[src/rtl/cache_meta_pkg.sv]
// Shared types for the cache line metadata block.
//   op_code_e     : operation codes on op_code
//   flush_state_e : flush sequencer states
//   age_mode_e    : age update mode (touch on access/fill, demote on invalidate)
package cache_meta_pkg;

    typedef enum logic [1:0] {
        OP_READ_HIT   = 2'b00,
        OP_WRITE_HIT  = 2'b01,
        OP_FILL       = 2'b10,
        OP_INVALIDATE = 2'b11
    } op_code_e;

    typedef enum logic [1:0] {
        FL_IDLE    = 2'b00,
        FL_SCAN    = 2'b01,
        FL_WB_WAIT = 2'b10,
        FL_DONE    = 2'b11
    } flush_state_e;

    typedef enum logic {
        AGE_TOUCH      = 1'b0,
        AGE_INVALIDATE = 1'b1
    } age_mode_e;

endpackage

[src/rtl/lru_age_update.sv]
// Combinational true-LRU age update and victim selection for one set.
//   ages     : current age per way (0 = most recently used)
//   valid    : valid bit per way (victim selection only)
//   way      : way being touched / invalidated
//   mode     : AGE_TOUCH or AGE_INVALIDATE
//   new_ages : ages after applying mode to way
//   victim   : lowest-index invalid way, else the way with age WAYS-1
module lru_age_update
    import cache_meta_pkg::*;
#(
    parameter  int WAYS  = 2,
    localparam int WAY_W = $clog2(WAYS)
) (
    input  logic [WAYS-1:0][WAY_W-1:0] ages,
    input  logic [WAYS-1:0]            valid,
    input  logic [WAY_W-1:0]           way,
    input  age_mode_e                  mode,
    output logic [WAYS-1:0][WAY_W-1:0] new_ages,
    output logic [WAY_W-1:0]           victim
);

    logic [WAY_W-1:0] old_age;
    logic             found;

    assign old_age = ages[way];

    always_comb begin
        new_ages = ages;
        for (int unsigned i = 0; i < WAYS; i++) begin
            if (WAY_W'(i) == way) begin
                new_ages[i] = (mode == AGE_TOUCH) ? '0 : WAY_W'(WAYS - 1);
            end else if (mode == AGE_TOUCH && ages[i] < old_age) begin
                new_ages[i] = ages[i] + WAY_W'(1);
            end else if (mode == AGE_INVALIDATE && ages[i] > old_age) begin
                new_ages[i] = ages[i] - WAY_W'(1);
            end
        end
    end

    always_comb begin
        victim = '0;
        found  = 1'b0;
        for (int unsigned i = 0; i < WAYS; i++) begin
            if (!valid[i] && !found) begin
                victim = WAY_W'(i);
                found  = 1'b1;
            end
        end
        if (!found) begin
            for (int unsigned i = 0; i < WAYS; i++) begin
                if (ages[i] == WAY_W'(WAYS - 1)) begin
                    victim = WAY_W'(i);
                end
            end
        end
    end

endmodule

[src/rtl/cache_line_state_ctrl.sv]
// Per-line valid/dirty/true-LRU state for a WAYS-way, NUM_SETS-set cache.
//   op_*        : metadata op request (READ_HIT, WRITE_HIT, FILL, INVALIDATE)
//   q_set/q_*   : registered query of valid, dirty and victim for one set
//   flush_*     : flush request/status; flush writes back every dirty line
//   wb_*        : write-back valid/ready handshake towards the data path
module cache_line_state_ctrl
    import cache_meta_pkg::*;
#(
    parameter  int WAYS     = 2,
    parameter  int NUM_SETS = 16,
    localparam int WAY_W    = $clog2(WAYS),
    localparam int SET_W    = $clog2(NUM_SETS)
) (
    input  logic             clk,
    input  logic             rst_n,
    input  logic             op_valid,
    output logic             op_ready,
    input  logic [1:0]       op_code,
    input  logic [SET_W-1:0] op_set,
    input  logic [WAY_W-1:0] op_way,
    input  logic             op_dirty,
    input  logic [SET_W-1:0] q_set,
    output logic [WAYS-1:0]  q_valid,
    output logic [WAYS-1:0]  q_dirty,
    output logic [WAY_W-1:0] q_victim,
    input  logic             flush_start,
    output logic             flush_busy,
    output logic             flush_done,
    output logic             wb_valid,
    input  logic             wb_ready,
    output logic [SET_W-1:0] wb_set,
    output logic [WAY_W-1:0] wb_way
);

    localparam int IDX_W = SET_W + WAY_W;

    logic [WAYS-1:0]            valid_q  [NUM_SETS];
    logic [WAYS-1:0]            dirty_q  [NUM_SETS];
    logic [WAYS-1:0][WAY_W-1:0] age_q    [NUM_SETS];
    logic [WAYS-1:0][WAY_W-1:0] age_next [NUM_SETS];
    logic [WAY_W-1:0]           victim   [NUM_SETS];

    flush_state_e     state;
    logic [IDX_W-1:0] scan_idx;
    logic [SET_W-1:0] scan_set;
    logic [WAY_W-1:0] scan_way;
    logic             scan_last;
    logic             line_wb;
    logic             op_fire;
    age_mode_e        op_mode;

    // One updater per set: the op set's new ages and the query set's victim
    // both come from this bank without a second mux-fed instance.
    for (genvar s = 0; s < NUM_SETS; s++) begin : g_set
        lru_age_update #(.WAYS(WAYS)) u_lru (
            .ages     (age_q[s]),
            .valid    (valid_q[s]),
            .way      (op_way),
            .mode     (op_mode),
            .new_ages (age_next[s]),
            .victim   (victim[s])
        );
    end

    assign op_mode    = (op_code == OP_INVALIDATE) ? AGE_INVALIDATE : AGE_TOUCH;
    assign op_ready   = (state == FL_IDLE);
    assign op_fire    = op_valid && op_ready;
    assign flush_busy = (state != FL_IDLE);
    assign flush_done = (state == FL_DONE);
    assign wb_valid   = (state == FL_WB_WAIT);

    // Scan index is set-major: upper bits select the set, lower bits the way.
    assign scan_set  = scan_idx[IDX_W-1 -: SET_W];
    assign scan_way  = scan_idx[WAY_W-1:0];
    assign scan_last = &scan_idx;
    assign line_wb   = valid_q[scan_set][scan_way] && dirty_q[scan_set][scan_way];

    always_ff @(posedge clk) begin
        if (!rst_n) begin
            for (int unsigned s = 0; s < NUM_SETS; s++) begin
                valid_q[s] <= '0;
                dirty_q[s] <= '0;
                for (int unsigned w = 0; w < WAYS; w++) begin
                    age_q[s][w] <= WAY_W'(w);
                end
            end
            state    <= FL_IDLE;
            scan_idx <= '0;
            wb_set   <= '0;
            wb_way   <= '0;
            q_valid  <= '0;
            q_dirty  <= '0;
            q_victim <= '0;
        end else begin
            q_valid  <= valid_q[q_set];
            q_dirty  <= dirty_q[q_set];
            q_victim <= victim[q_set];

            if (op_fire) begin
                case (op_code_e'(op_code))
                    OP_READ_HIT: begin
                        if (valid_q[op_set][op_way]) begin
                            age_q[op_set] <= age_next[op_set];
                        end
                    end
                    OP_WRITE_HIT: begin
                        if (valid_q[op_set][op_way]) begin
                            dirty_q[op_set][op_way] <= 1'b1;
                            age_q[op_set]           <= age_next[op_set];
                        end
                    end
                    OP_FILL: begin
                        valid_q[op_set][op_way] <= 1'b1;
                        dirty_q[op_set][op_way] <= op_dirty;
                        age_q[op_set]           <= age_next[op_set];
                    end
                    OP_INVALIDATE: begin
                        valid_q[op_set][op_way] <= 1'b0;
                        dirty_q[op_set][op_way] <= 1'b0;
                        age_q[op_set]           <= age_next[op_set];
                    end
                    default: ;
                endcase
            end

            case (state)
                FL_IDLE: begin
                    if (flush_start && !op_valid) begin
                        state    <= FL_SCAN;
                        scan_idx <= '0;
                    end
                end
                FL_SCAN: begin
                    if (line_wb) begin
                        state  <= FL_WB_WAIT;
                        wb_set <= scan_set;
                        wb_way <= scan_way;
                    end else if (scan_last) begin
                        state <= FL_DONE;
                    end else begin
                        scan_idx <= scan_idx + IDX_W'(1);
                    end
                end
                FL_WB_WAIT: begin
                    if (wb_ready) begin
                        dirty_q[wb_set][wb_way] <= 1'b0;
                        if (scan_last) begin
                            state <= FL_DONE;
                        end else begin
                            state    <= FL_SCAN;
                            scan_idx <= scan_idx + IDX_W'(1);
                        end
                    end
                end
                FL_DONE: state <= FL_IDLE;
                default: state <= FL_IDLE;
            endcase
        end
    end

endmodule

[config.mk]
export PLATFORM = sky130hd
export DESIGN_NAME = cache_line_state_ctrl
export DESIGN_NICKNAME = d
export VERILOG_FILES = /design/src/rtl/cache_meta_pkg.sv /design/src/rtl/lru_age_update.sv /design/src/rtl/cache_line_state_ctrl.sv
export SDC_FILE = /design/constraint.sdc
export NUM_CORES = 1
export LEC_CHECK = 0
export CAP_MARGIN = 15
export CORE_ASPECT_RATIO = 1.25
export CORE_MARGIN = 2
export CORE_UTILIZATION = 55
export DETAILED_ROUTE_END_ITERATION = 10
export HOLD_SLACK_MARGIN = 0.1
export PLACE_DENSITY = 0.74
export SYNTH_ARGS = -nofsm -noshare
export SYNTH_HDL_FRONTEND = slang
export SYNTH_SLANG_ARGS = --single-unit
export TNS_END_PERCENT = 50
[constraint.sdc]
create_clock -name clk -period 7.8 [get_ports clk]
set_clock_uncertainty 0.05 [all_clocks]
set_input_delay 2.34 -clock clk [delete_from_list [all_inputs] [get_ports clk]]
set_output_delay 2.34 -clock clk [all_outputs]
set_load 0.005 [all_outputs]
# Word-level counts from Yosys, hierarchy flattened
# Memories as Yosys holds them, arrays and structs flattened. A register that Yosys moved wholly into a read port is not among the register bits.
# Cells that the tools add are included.
dict set report classes {
  add_sub_neg 65
  order_cmp 71
  n_eq_ne 10
  mux 302
  bitwise_logic 12
  reduce_logical 116
}
# cell n
set ops {}
lappend ops {{1-bit two-way mux} 263}
lappend ops {{1-bit logical AND} 85}
lappend ops {{2-bit two-way mux} 21}
lappend ops {{1-bit adder (second input constant)} 32}
lappend ops {{1-bit greater-than comparator} 32}
lappend ops {{1-bit less-than comparator} 32}
lappend ops {{4-bit two-way mux} 8}
lappend ops {{1-bit subtractor (second input constant)} 32}
lappend ops {{5-bit two-way mux} 4}
lappend ops {{1-bit zero test} 19}
lappend ops {{5-bit one-hot mux with 3 select lines} 1}
lappend ops {{5-bit greater-or-equal comparator (second input constant)} 2}
lappend ops {{4-bit NOT with 5-bit output} 2}
lappend ops {{1-bit bitwise OR} 9}
lappend ops {{2-bit binary-select mux with 4-bit select} 1}
lappend ops {{2-bit == test (second input constant)} 4}
lappend ops {{2-bit one-hot mux with 4 select lines} 1}
lappend ops {{2-bit OR reduction} 4}
lappend ops {{1-bit by 2-bit less-than comparator with 1-bit output (second input constant)} 3}
lappend ops {{5-bit by 1-bit adder with 5-bit output (second input constant)} 1}
lappend ops {{5-bit AND reduction} 1}
lappend ops {{1-bit binary-select mux with 4-bit select} 1}
lappend ops {{2-bit by 1-bit == test with 1-bit output (second input constant)} 2}
lappend ops {{2-bit zero test} 2}
lappend ops {{other kinds (11)} 14}
dict set report word_totals {
  reg_bits 13
  ramBits 96
  in_bits 17
  output_inout_bits 14
  wordCells 584
  memories 3
}
# memory depth word_bits rd rd_clocked_by_memory_dff wr line_no
set memory_table {}
lappend memory_table {age_q 16 2 16 0 16 cache_line_state_ctrl.sv:39} ;# logic [WAYS-1:0][WAY_W-1:0] age_q [NUM_SETS];
lappend memory_table {dirty_q 16 2 2 2 16 cache_line_state_ctrl.sv:38} ;# logic [WAYS-1:0] dirty_q [NUM_SETS];
lappend memory_table {valid_q 16 2 19 2 16 cache_line_state_ctrl.sv:37} ;# logic [WAYS-1:0] valid_q [NUM_SETS];

# Logic depth before layout (Yosys ltp)
dict set report logic_depth {
  word_depth 14
  mapped_depth 10
}

# Modules after synthesis
# Synthesis repeated with hierarchy kept, for this count alone.
dict set report unflattened {
  hier_cells 747
  area_unflattened_um2 7678.6
}
# mod instances cells_each area_each_um2
set by_module_without_submodules {}
lappend by_module_without_submodules {cache_line_state_ctrl 1 651 6897.9}
lappend by_module_without_submodules {lru_age_update 16 6 48.8}

# Worst setup path after synthesis
# Ideal clock, no wire load.
dict set report synth_path {
  kind {input port to flip-flop}
  startpoint {input op_set[0]}
  endpoint {memory dirty_q[0][0] (enable)}
  setup_time_ns 0.260
  t_arrival_ns 4.128
  slack_ns 3.362
  path_stages 9
  n_path_buf 2
  path_cell_list {buf_4 -> mux4_2 -> mux2i_1 -> mux2i_1 -> mux2_2 -> a31o_2 -> o21ai_4 -> buf_4 -> o21ai_0}
}
# element line_no
set synth_lines {}
lappend synth_lines {{from (decl)} cache_line_state_ctrl.sv:19} ;# input logic [SET_W-1:0] op_set,
lappend synth_lines {{to (decl)} cache_line_state_ctrl.sv:38}

==> summary.txt <==
top cells by area, synth = edfxtp_1 41%, mux4_2 10%, o21ai_0 6.4%
CP endpoint = dirty_q[4][1]
vias in the first global route = 5488
post-route clock period utilization = 0.663
Hold WS = 0.433 ns
die area = 13500 um2
CP Launch Point = op_set[0]
Power Total = 1.76 mW
layout cells sized above 1 = 0.105
Slew @ Worst Pin = 1.00 ns
quantity of I/O buffers inserted on ports = 30
CTS buffer count = 17
CP endpoint kind = flop
drt first-iter violations = 592
syn nets = 712
Setup TNS Final = 0 ns
Die H = 129 um
Worst Hold Class = reg -> reg
Max Fclk = 193 MHz
root buf cell = clkbuf_16
Mapped Cells = 690
GPL Wtd Cong = 0.973
max_slew headroom = 0.333
critical path cell sequence = clkdlybuf4s50_1 -> mux4_2 -> mux2i_1 -> mux2i_1 -> mux2_2 -> a21oi_1 -> o311a_1 -> a21oi_1
Cell Area, Synth = 6920 um2
Layout area overhead = 12.5%
cts repair resizes = 0
Core Area = 12200 um2
largest net degree at the start of global routing = 105
register area share after synthesis = 0.476
final hold viol count = 0
Worst Path Buf+Inv = 1
Cells after DPL = 838
IO Pins = 31
wirelength, routed = 18.9 mm
Sw Pwr = 0.457 mW
Clock Path Buffers = 2
first-pass GRT wire length = 29.6 mm
Top Family by Delay on Critical Path = multiplexers
Crit-path slowest cell = clkdlybuf4s50_1
WL per Instance = 21.7 um
post-synth cell types = 57
power per cell area = 226 nW/um2
GRT Residual Overflow = 0
Yosys top cell area share = 0.412
post-route ant nets = 0
Avg Inst Size Synth = 10.0 um2
Worst Path Required = 7.88 ns
final-stage net count = 715
Cell Count, Final, Fillers Out = 870
Crit. path cell count = 8
outcome = finished clean
Post-synth EDFFs = 95
CTS tree = built
area leader, netlist = edfxtp_1
count leader, synth = edfxtp_1
pins over their slew limit = 0
Sw Share = 0.260
worst-skew pair later-pin latency = 0.42 ns
FF-to-FF setup slack = 4.60 ns
Tot GR Track Use = 0.294
Flop pwr share = 0.415
cell leakage power = 2.56 nW
initial core utilization = 0.566
via count = 5697
Async SR Flop Fraction = 0
Hold Buf Count CTS = 0
Worst R2R Path Depth = 7
Comb power frac = 0.154
internal power = 1.30 mW
Worst Setup Path Type = in -> reg
# DRC = 0
number of fill cells in the layout = 995
vias per cell = 6.55
synthesis warning total = 0
Worst Setup Slack, final = 2.63 ns
Rows = 45
Critical Path Start Type = input pin
maximum vdd drop = 0.000197 V
final setup vio count = 0
Post-Place Worst Slack = 2.22 ns
fin crit period = 5.17 ns
clk sinks = 117
RSZ-0062 raised after global routing = false
Clk pwr share = 0.432
HPWL Detailed = 13.6 mm
Worst-path clk slew = 0.05 ns
max cap viols = 0
ys flop type = edfxtp_1
Seq cells post-synth = 117
worst hold stages = 2
htree depth = 4
die width = 104 um
Arr. time, crit path = 5.26 ns
drt first pass iters = 7
top cells by count, synth = 95 x edfxtp_1, 89 x o21ai_0, 88 x nand2_1
initial antenna violation count = 0
worst-path maximum fanout = 16
n_diodes = 0
Setup Fix Bufs, Post-CTS = 0
slowest stage delay, CP = 0.87 ns
area by class of cell:
class | count | area [um2] | area share
clock buffer | 17 | 425 | 0.0547
clock inverter | 15 | 144 | 0.0185
inverter | 27 | 101 | 0.0130
multi-input combinational | 497 | 3290 | 0.423
sequential | 117 | 3290 | 0.423
tap | 164 | 205 | 0.0264
timing repair buffer | 33 | 318 | 0.0408
cell usage in the layout (no fill, tap or decap), drive strengths merged, types with 5 or more instances in the layout:
cell type	Yosys	routed
a21oi	24	24
and2	11	11
and3	7	7
clkbuf	28	17
clkdlybuf4s50	0	29
clkinv	0	11
dfxtp	22	22
edfxtp	95	95
ha	5	5
inv	27	27
maj3	12	12
mux2i	11	11
mux4	31	31
nand2	89	89
nand3	16	16
nand3b	11	11
nor2	85	85
nor2b	11	11
nor3	17	17
o2111ai	5	5
o211ai	16	16
o21ai	92	92
how the worst min path moves through the flow:
stage / start / end / slack (ns)
2_1_floorplan: age_q[8][0] / age_q[8][0] / 0.40
3_3_place_gp: age_q[8][0] / age_q[8][0] / 0.41
3_5_place_dp: age_q[8][0] / age_q[8][0] / 0.43
4_1_cts: age_q[8][0] / age_q[8][0] / 0.44
5_1_grt: age_q[8][0] / age_q[8][0] / 0.47
6_report: age_q[8][0] / age_q[8][0] / 0.43
cells by family (layout without fill, tap and decap cells):
group,Yosys count,in the layout,share of synthesized area
AND/OR/NAND/NOR,262,262,0.172
AO/OA/AOI/OAI,173,173,0.154
flip-flops,117,117,0.476
buffers and inverters,76,92,0.0485
multiplexers,45,45,0.123
adder cells (fa/ha/maj),17,17,0.0266
per-layer routing:
metal | wire [um] | part of all wire | vias up | track usage
met5 | 0 | 0 | - | 0
met4 | 849 | 0.045 | 0 | 0.165
met3 | 1600 | 0.085 | 72 | 0.0614
met2 | 9650 | 0.51 | 315 | 0.513
met1 | 6770 | 0.36 | 2741 | 0.339
li1 | - | - | 2569 | -
power by group through the flow:
stage          Sequential [mW]  Combinational [mW]  Clock (mW)
2_1_floorplan            0.727               0.191           0
3_3_place_gp             0.737               0.254           0
3_5_place_dp             0.738               0.265           0
4_1_cts                  0.726               0.266       0.761
5_1_grt                  0.730               0.295       0.786
6_report                 0.728               0.270       0.758
sequential cells by signal (all words and copies together) (netlist names), named ones only:
| signal | cells |
|---|---|
| q_valid | 2 |
| q_victim | 1 |
| state | 2 |
| q_dirty | 2 |
| dirty_q | 32 |
| wb_way | 1 |
| age_q | 32 |
| valid_q | 32 |
| scan_idx | 5 |
| wb_set | 4 |
metrics by stage:
stage                util  instance area [um2]
floorplan               -                 6920
global placement    0.590                 7210
detailed placement  0.590                 7210
CTS                 0.637                 7780
global route        0.637                 7780
finish              0.637                 7780
worst register-to-register path, delay by kind of cell, from the launching register on:
family                 cells  cell delay (ns)
AND/OR/NAND/NOR            2             0.38
flip-flops                 1             0.66
buffers and inverters      1             0.25
AO/OA/AOI/OAI              4             1.75
No activity file was read; power rests on OpenSTA's default activity.
